### src/rtl/bcd_scan_ctrl.sv
// Serial double-dabble binary->BCD converter feeding a double-buffered display
// register, time-multiplexed onto one shared BCD->7-segment decoder.
module bcd_scan_ctrl #(
  parameter int BIN_W    = 8,
  parameter int DIGITS   = 3,
  parameter int SCAN_DIV = 1000,
  parameter bit BLANK_LZ = 1'b1
) (
  input  logic                  clk,
  input  logic                  rst_n,
  input  logic                  start,
  input  logic [BIN_W-1:0]      bin_in,
  output logic                  busy,
  output logic                  done,
  output logic [4*DIGITS-1:0]   bcd_out,
  output logic [3:0]            digit_bcd,
  output logic [DIGITS-1:0]     digit_sel
);

  localparam int BCD_W = 4 * DIGITS;
  localparam int CNT_W = $clog2(BIN_W + 1);
  localparam int IDX_W = (DIGITS > 1) ? $clog2(DIGITS) : 1;
  localparam int PRE_W = (SCAN_DIV > 1) ? $clog2(SCAN_DIV) : 1;

  if (DIGITS < (BIN_W + 2) / 3) begin : g_digits_chk
    $error("bcd_scan_ctrl: DIGITS too small to hold BIN_W-bit values");
  end
  if (SCAN_DIV < 1) begin : g_scan_div_chk
    $error("bcd_scan_ctrl: SCAN_DIV must be at least 1");
  end

  typedef enum logic {
    IDLE,
    CONV
  } state_t;

  state_t             state;
  logic [BIN_W-1:0]   shift_reg;
  logic [BCD_W-1:0]   scratch;
  logic [CNT_W-1:0]   count;

  logic [BCD_W-1:0]   adj;
  logic [BCD_W-1:0]   step_scratch;
  logic [BIN_W-1:0]   step_shift;
  logic               last_step;
  logic [BCD_W-1:0]   bcd_next;

  logic [PRE_W-1:0]   prescaler;
  logic [IDX_W-1:0]   index;
  logic               pre_wrap;
  logic [IDX_W-1:0]   idx_next;
  logic [3:0]         nib_next;
  logic [DIGITS-1:0]  sel_next;
  logic               upper_zero;

  // One double-dabble step: add 3 to every nibble >= 5 (no inter-nibble carry),
  // then shift {scratch, shift_reg} left by one.
  always_comb begin
    adj = scratch;
    for (int i = 0; i < DIGITS; i++) begin
      if (scratch[i*4 +: 4] >= 4'd5) begin
        adj[i*4 +: 4] = scratch[i*4 +: 4] + 4'd3;
      end
    end
    step_scratch = BCD_W'({adj, shift_reg[BIN_W-1]});
    step_shift   = shift_reg << 1;
  end

  assign last_step = (state == CONV) && (count == CNT_W'(1));
  assign bcd_next  = last_step ? step_scratch : bcd_out;

  always_ff @(posedge clk or negedge rst_n) begin
    if (!rst_n) begin
      state     <= IDLE;
      busy      <= 1'b0;
      done      <= 1'b0;
      bcd_out   <= '0;
      shift_reg <= '0;
      scratch   <= '0;
      count     <= '0;
    end else begin
      done <= 1'b0;
      case (state)
        IDLE: begin
          if (start) begin
            shift_reg <= bin_in;
            scratch   <= '0;
            count     <= CNT_W'(BIN_W);
            busy      <= 1'b1;
            state     <= CONV;
          end
        end
        CONV: begin
          scratch   <= step_scratch;
          shift_reg <= step_shift;
          count     <= count - CNT_W'(1);
          if (last_step) begin
            bcd_out <= step_scratch;
            done    <= 1'b1;
            busy    <= 1'b0;
            state   <= IDLE;
          end
        end
        default: begin
          busy  <= 1'b0;
          state <= IDLE;
        end
      endcase
    end
  end

  // The scan path looks at the display value this edge will commit, so
  // digit_bcd always matches bcd_out[index] with no one-cycle lag.
  always_comb begin
    pre_wrap = (prescaler == PRE_W'(SCAN_DIV - 1));
    idx_next = index;
    if (pre_wrap) begin
      idx_next = (index == IDX_W'(DIGITS - 1)) ? '0 : index + IDX_W'(1);
    end

    nib_next   = 4'd0;
    sel_next   = '0;
    upper_zero = 1'b1;
    for (int i = DIGITS - 1; i >= 0; i--) begin
      if (bcd_next[i*4 +: 4] != 4'd0) begin
        upper_zero = 1'b0;
      end
      if (idx_next == IDX_W'(i)) begin
        nib_next    = bcd_next[i*4 +: 4];
        sel_next[i] = !(BLANK_LZ && (i != 0) && upper_zero);
      end
    end
  end

  always_ff @(posedge clk or negedge rst_n) begin
    if (!rst_n) begin
      prescaler <= '0;
      index     <= '0;
      digit_bcd <= 4'd0;
      digit_sel <= DIGITS'(1);
    end else begin
      prescaler <= pre_wrap ? '0 : prescaler + PRE_W'(1);
      index     <= idx_next;
      digit_bcd <= nib_next;
      digit_sel <= sel_next;
    end
  end

endmodule
### config.mk
export PLATFORM = sky130hd
export DESIGN_NAME = bcd_scan_ctrl
export DESIGN_NICKNAME = d
export VERILOG_FILES = /design/src/rtl/bcd_scan_ctrl.sv
export SDC_FILE = /design/constraint.sdc
export NUM_CORES = 1
export LEC_CHECK = 0
export ABC_CLOCK_PERIOD_IN_PS = 2100
export BUFFER_PORTS_ARGS = -buffer_cell sky130_fd_sc_hd__buf_2
export CAP_MARGIN = 20
export CORE_ASPECT_RATIO = 1.75
export CORE_MARGIN = 2
export CORE_UTILIZATION = 40
export DETAILED_ROUTE_END_ITERATION = 12
export SLEW_MARGIN = 20
export SYNTH_ARGS = -nofsm -noshare
export SYNTH_HDL_FRONTEND = slang
export SYNTH_SLANG_ARGS = --single-unit
### constraint.sdc
create_clock -name clk -period 2.1 [get_ports clk]
set_input_delay 0.105 -clock clk [delete_from_list [all_inputs] [get_ports clk]]
set_output_delay 0.105 -clock clk [all_outputs]
set_load 0.01 [all_outputs]
* After elaboration in Yosys (flattened, before gate mapping) *
Cells that the tools add are included.

storage, ports and cells
  register bits = 58
  bits of input ports = 11
  output and inout port bits = 21
  word-level logic and storage cells = 63

cells by class
  add/subtract/negate cells = 6
  $lt $le $gt $ge = 3
  equal/unequal tests = 7
  multiplexer cells = 29
  bitwise gates (word level) = 1
  reduce and logical (&&, ||, !) cells = 6

operators by type and width
  cell                     number
  $mux W12                 2
  $mux W4                  6
  $pmux W12 S2             1
  $pmux W8 S2              1
  $ge A4 B3 Y1 const B     3
  $mux W1                  11
  $add A10 B1 Y10 const B  1
  $eq A10 B10 Y1 const B   1
  $mux W10                 1
  $add A4 B2 Y4 const B    2
  $mux W8                  1
  $pmux W4 S2              1
  $reduce_bool A4 Y1       2
  $eq A2 B2 Y1 const B     2
  $eq A4 B1 Y1 const B     1
  $mux W2                  2
  $pmux W1 S2              2
  $sub A4 B1 Y4 const B    1
  $add A3 B2 Y3 const B    1
  $mux W3                  1
  $add A2 B1 Y2 const B    1
  $eq A2 B1 Y1 const B     1
  $logic_not A2 Y1         1
  $ne A2 B1 Y1 const B     1
  5 further kinds          5

* Logic depth before layout (Yosys ltp) *
  word-level depth = 8
  mapped depth = 10
  depth with buffers taken out = 9

* Worst setup path before layout *
OpenSTA, ideal clock, no wires.

  path type = register to register
  from = register scratch[4]
  to = register digit_sel[1]
  setup time = 0.104 ns
  arrival = 1.744 ns
  required time = 1.996 ns
  setup slack = 0.252 ns
  stages on the path, launching flop included = 8
  path buffers = 0
  period minus slack after synthesis = 1.848 ns
  path through = dfrtp_1 > inv_1 > ha_1 > nand2b_1 > a21oi_1 > mux2_2 > a31o_2 > a221oi_1

between the ends
  word-level cells in the longest chain between the ends = 8
  elaborated cells on any way between the ends = 10
  classes of those cells = add/sub: 1; order compare: 1; mux: 5; reduce/logical: 3

ends and longest elaborated chain
  element                                        RTL line  text
  from (decl)                                    39        logic [BCD_W-1:0] scratch;
  from (signal assigned)                         94        scratch <= step_scratch;
  $add A4 B2 Y4 or $ge A4 B3 Y1 (tied branches)  62, 61
  $mux W4 *                                      61        if (scratch[i*4 +: 4] >= 4'd5) begin
  $mux W12 *                                     --
  $reduce_bool A4 Y1                             125       if (bcd_next[i*4 +: 4] != 4'd0) begin
  $mux W1                                        125
  $mux W1 *                                      125
  $logic_not A1 Y1 *                             130       sel_next[i] = !(BLANK_LZ && (i != 0) && upper_zero);
  $mux W1 *                                      128       if (idx_next == IDX_W'(i)) begin
  via sel_next[1]                                53        logic [DIGITS-1:0] sel_next;
  to (signal assigned)                           145       digit_sel <= sel_next;
  to (decl)                                      17        output logic [DIGITS-1:0] digit_sel

Mark *: on every way through the listed nets, which the timed path passes. The rest lies on a longest branch.
A chain may end at the register's enable or synchronous reset.

* Final worst setup path *
  from = register scratch[0]
  to = register digit_sel[1]

between the ends
  word-level cells in the longest chain between the ends = 7
  elaborated cells on any way between the ends = 8
  classes of those cells = add/sub: 1; order compare: 1; mux: 4; reduce/logical: 2

ends and longest elaborated chain
  element                                        RTL line
  $add A4 B2 Y4 or $ge A4 B3 Y1 (tied branches)  62, 61
  $mux W4 *                                      61
  $mux W12 *                                     --
  $reduce_bool A4 Y1 *                           125
  $mux W1 *                                      125
  $logic_not A1 Y1 *                             130
  $mux W1 *                                      128
  via sel_next[1]                                53

Marks and branches as above.

==> results.sh <==
export IMPL_vdd_ir_drop_worst_v=0.000674
export IMPL_drtIter0Drc=84
export IMPL_wl_met2_um=3360
export IMPL_synth_compound_area_share_pct=15.2
export IMPL_synth_mux_area_share_pct=4.79
export IMPL_rr_startpoint="scratch[0]$_DFFE_PN0P_"
export IMPL_crit_start="scratch[0]$_DFFE_PN0P_"
export IMPL_grt_usage_pct=18.7
export IMPL_setup_viol=0
export IMPL_yosys_area_share_adder_pct=3.99
export IMPL_cts_max_level=3
export IMPL_rows=40
export IMPL_drv_slew=0
export IMPL_synth_cell_area_mm2=0.00282
export IMPL_cts_tree="yes"
export IMPL_synth_cells=280
export IMPL_die_area_mm2=0.00776
export IMPL_top_layer="met4"
export IMPL_nNetsFinal=344
export IMPL_synth_top_cell_by_area="dfrtp_1"
export IMPL_syn_to_final_growth_pct=21.4
export IMPL_fillers=635
export IMPL_ant_nets=0
export IMPL_hp_class="input pin to flip-flop"
export IMPL_arrival_ns=2.19
export IMPL_ys_warn_count=0
export IMPL_met1Wirelength_um=2370
export IMPL_cp_required_ns=2.32
export IMPL_ys_types=47
export IMPL_wl_met3_um=202
export IMPL_synth_seq_cells=58
export IMPL_drive_gt1_share_pct=24.8
export IMPL_status="finished clean"
export IMPL_clkSlewWorstSetupHoldPaths_ns=0.05
export IMPL_synth_top_area_share_pct=50.6
export IMPL_yosysSeqAreaShare_pct=51.5
export IMPL_initial_core_util_pct=41.1
export IMPL_overflow=0
export IMPL_synth_top_family_by_area="simple AND/OR/NAND/NOR gates"
export IMPL_worstSkewPairLatency_ns=0.32
export IMPL_critPathLaunchType="flip-flop"
export IMPL_critical_path_endpoint="digit_sel[1]$_DFF_PN0_"
export IMPL_fmax_mhz=506
export IMPL_io_buffer_count=31
export IMPL_wl_per_cell_um=15.2
export IMPL_reg2reg_depth=8
export IMPL_die_y_um=115
export IMPL_numClockSinks=58
export IMPL_worst_pin_slew_ns=0.483
export IMPL_power_switching_mw=1.79
export IMPL_synth_async_reset_ratio_pct=100
export IMPL_place_congestion=0.825
export IMPL_synthXorXnorAreaFrac_pct=3.42
export IMPL_power_density_mw_per_mm2=1450
export IMPL_instances_no_fill=410
export IMPL_grt_pass1_wl_um=10500
export IMPL_p_int_mw=3.18
export IMPL_synthSimpleGateAreaFrac_pct=17.1
export IMPL_cts_buffers=9
export IMPL_syn_nets=300
export IMPL_fp_coreArea_mm2=0.00686
export IMPL_post_place_cells=395
export IMPL_hold_ws_ns=0.0527
export IMPL_ios=32
export IMPL_clock_root_buffer="clkbuf_16"
export IMPL_rsz0062_at_grt="no"
export IMPL_relSlewSlack_pct=67.5
export IMPL_final_hold_viol_count=0
export IMPL_endpoint_kind="flip-flop"
export IMPL_n_antenna_cell=0
export IMPL_viasPerCell=5.27
export IMPL_dr_pass1_iters=4
export IMPL_p_leak_nw=1.62
export IMPL_worstSetupPathType="flip-flop to flip-flop"
export IMPL_syn_mean_instance_area_um2=10.1
export IMPL_yosys_top_cells_count="dfrtp_1, nand2_1, o21ai_0"
export IMPL_reg_top3="bcd_out x12, scratch x12, prescaler x10"
export IMPL_drc=0
export IMPL_fin_crit_sh_pct=94.0
export IMPL_yosysMostFrequentCell="dfrtp_1"
export IMPL_cap_violations=0
export IMPL_synth_edff_count=0
export IMPL_cp_max_fo=3
export IMPL_grt_pass1_vias=2213
export IMPL_dp_slack_ns=0.0631
export IMPL_total_power_mw=4.98
export IMPL_tns_ns=0
export IMPL_synth_ff_type="dfrtp_1"
export IMPL_antenna_found_initial=0
export IMPL_power_share_combinational_pct=38.3
export IMPL_min_period_ns=1.97
export IMPL_hpwl_um=4520
export IMPL_p_clk_share_pct=26.0
export IMPL_clk_path_buf_depth=2
export IMPL_rrSetupSlack_ns=0.13
export IMPL_finalWorstSetupSlack_ns=0.125
export IMPL_chipWidth_um=67.5
export IMPL_seqPwrFrac_pct=35.7
export IMPL_switching_share_pct=36.0
export IMPL_skew_ns=0.00428
export IMPL_grt_max_degree=29
export IMPL_drt_total_wl_um=6210
export IMPL_r2r_end="digit_sel[1]$_DFF_PN0_"
export IMPL_vias=2160
export IMPL_synthTopCellsByArea="dfrtp_1, o21ai_0, nand2_1, ha_1, mux2i_1"
worst max-delay path, cell delays in order, from the launching register on:
cell	delay, ns
dfrtp_1	0.37
inv_1	0.07
ha_1	0.23
nand2b_1	0.12
nand2b_1	0.06
o21ai_0	0.38
nor2_1	0.11
a31o_2	0.27
a221oi_1	0.26
power by group through the flow:
stage          Clock, mW  Combinational [mW]  Sequential, mW
3_3_place_gp           0                1.80            1.79
4_1_cts             1.32                1.85            1.77
5_1_grt             1.40                2.16            1.83
6_report            1.29                1.91            1.78
3_5_place_dp           0                1.83            1.78
2_1_floorplan          0                1.22            1.80
layout by cell type, fill, tap and decap left out, drive strengths merged, types with 7 or more instances in the layout:
| master | Yosys | layout |
|---|---|---|
| a21oi | 10 | 10 |
| inv | 15 | 15 |
| buf | 3 | 44 |
| clkbuf | 9 | 13 |
| nor2 | 20 | 20 |
| dfrtp | 57 | 57 |
| ha | 9 | 9 |
| nand3 | 7 | 7 |
| nand2 | 35 | 35 |
| xnor2 | 7 | 7 |
| o22ai | 12 | 12 |
| o21ai | 29 | 29 |
| mux2i | 9 | 9 |
| nor3 | 8 | 8 |
worst min path at each step:
stage	startpoint	end	slack (ns)	depth (start not counted)
3_3_place_gp	rst_n	prescaler[9]$_DFF_PN0_	0.09	1
2_1_floorplan	rst_n	bcd_out[0]$_DFFE_PN0P_	-0.19	0
3_5_place_dp	rst_n	prescaler[6]$_DFF_PN0_	0.08	1
5_1_grt	bin_in[0]	shift_reg[0]$_DFFE_PN0P_	0.07	3
6_report	bin_in[0]	shift_reg[0]$_DFFE_PN0P_	0.05	3
4_1_cts	bin_in[0]	shift_reg[0]$_DFFE_PN0P_	0.05	3
stage by stage:
stage	area (um2)	utilization [%]
floorplan	2820	-
global placement	3110	45.4
detailed placement	3110	45.4
CTS	3390	49.4
global route	3420	49.9
finish	3420	49.9
what timing repair did:
action                                  CTS  global route
endpoints found under the setup margin    1             3
pin swaps                                 0             1
cloned                                    0             0
resized for setup                         1             8
setup buffers                             0             1
endpoints found under the hold margin    18             0
hold buffers                              1             0
layer usage:
| layer | GRT usage (%) | up-vias |
|---|---|---|
| met2 | 31.4 | 42 |
| met1 | 19.9 | 1033 |
| li1 | - | 1067 |
| met4 | 12.1 | 0 |
| met5 | 0 | - |
| met3 | 5.38 | 18 |
layout make-up:
| class | count | area [um2] | share of cell area [%] |
|---|---|---|---|
| tap | 84 | 105 | 3.07 |
| inverter | 15 | 58.8 | 1.72 |
| clock buffer | 13 | 260 | 7.60 |
| timing repair buffer | 45 | 263 | 7.68 |
| multi-input combinational | 195 | 1280 | 37.5 |
| sequential | 58 | 1450 | 42.4 |
cell families (layout without fill, tap and decap cells):
logic type,Yosys count,in the layout
AND/OR/NAND/NOR,94,94
multiplexers,13,13
buffers and inverters,27,73
adder cells (fa/ha/maj),9,9
AO/OA/AOI/OAI,68,68
XOR/XNOR,11,11
flip-flops,58,58
(Power assumes the default switching activity.)
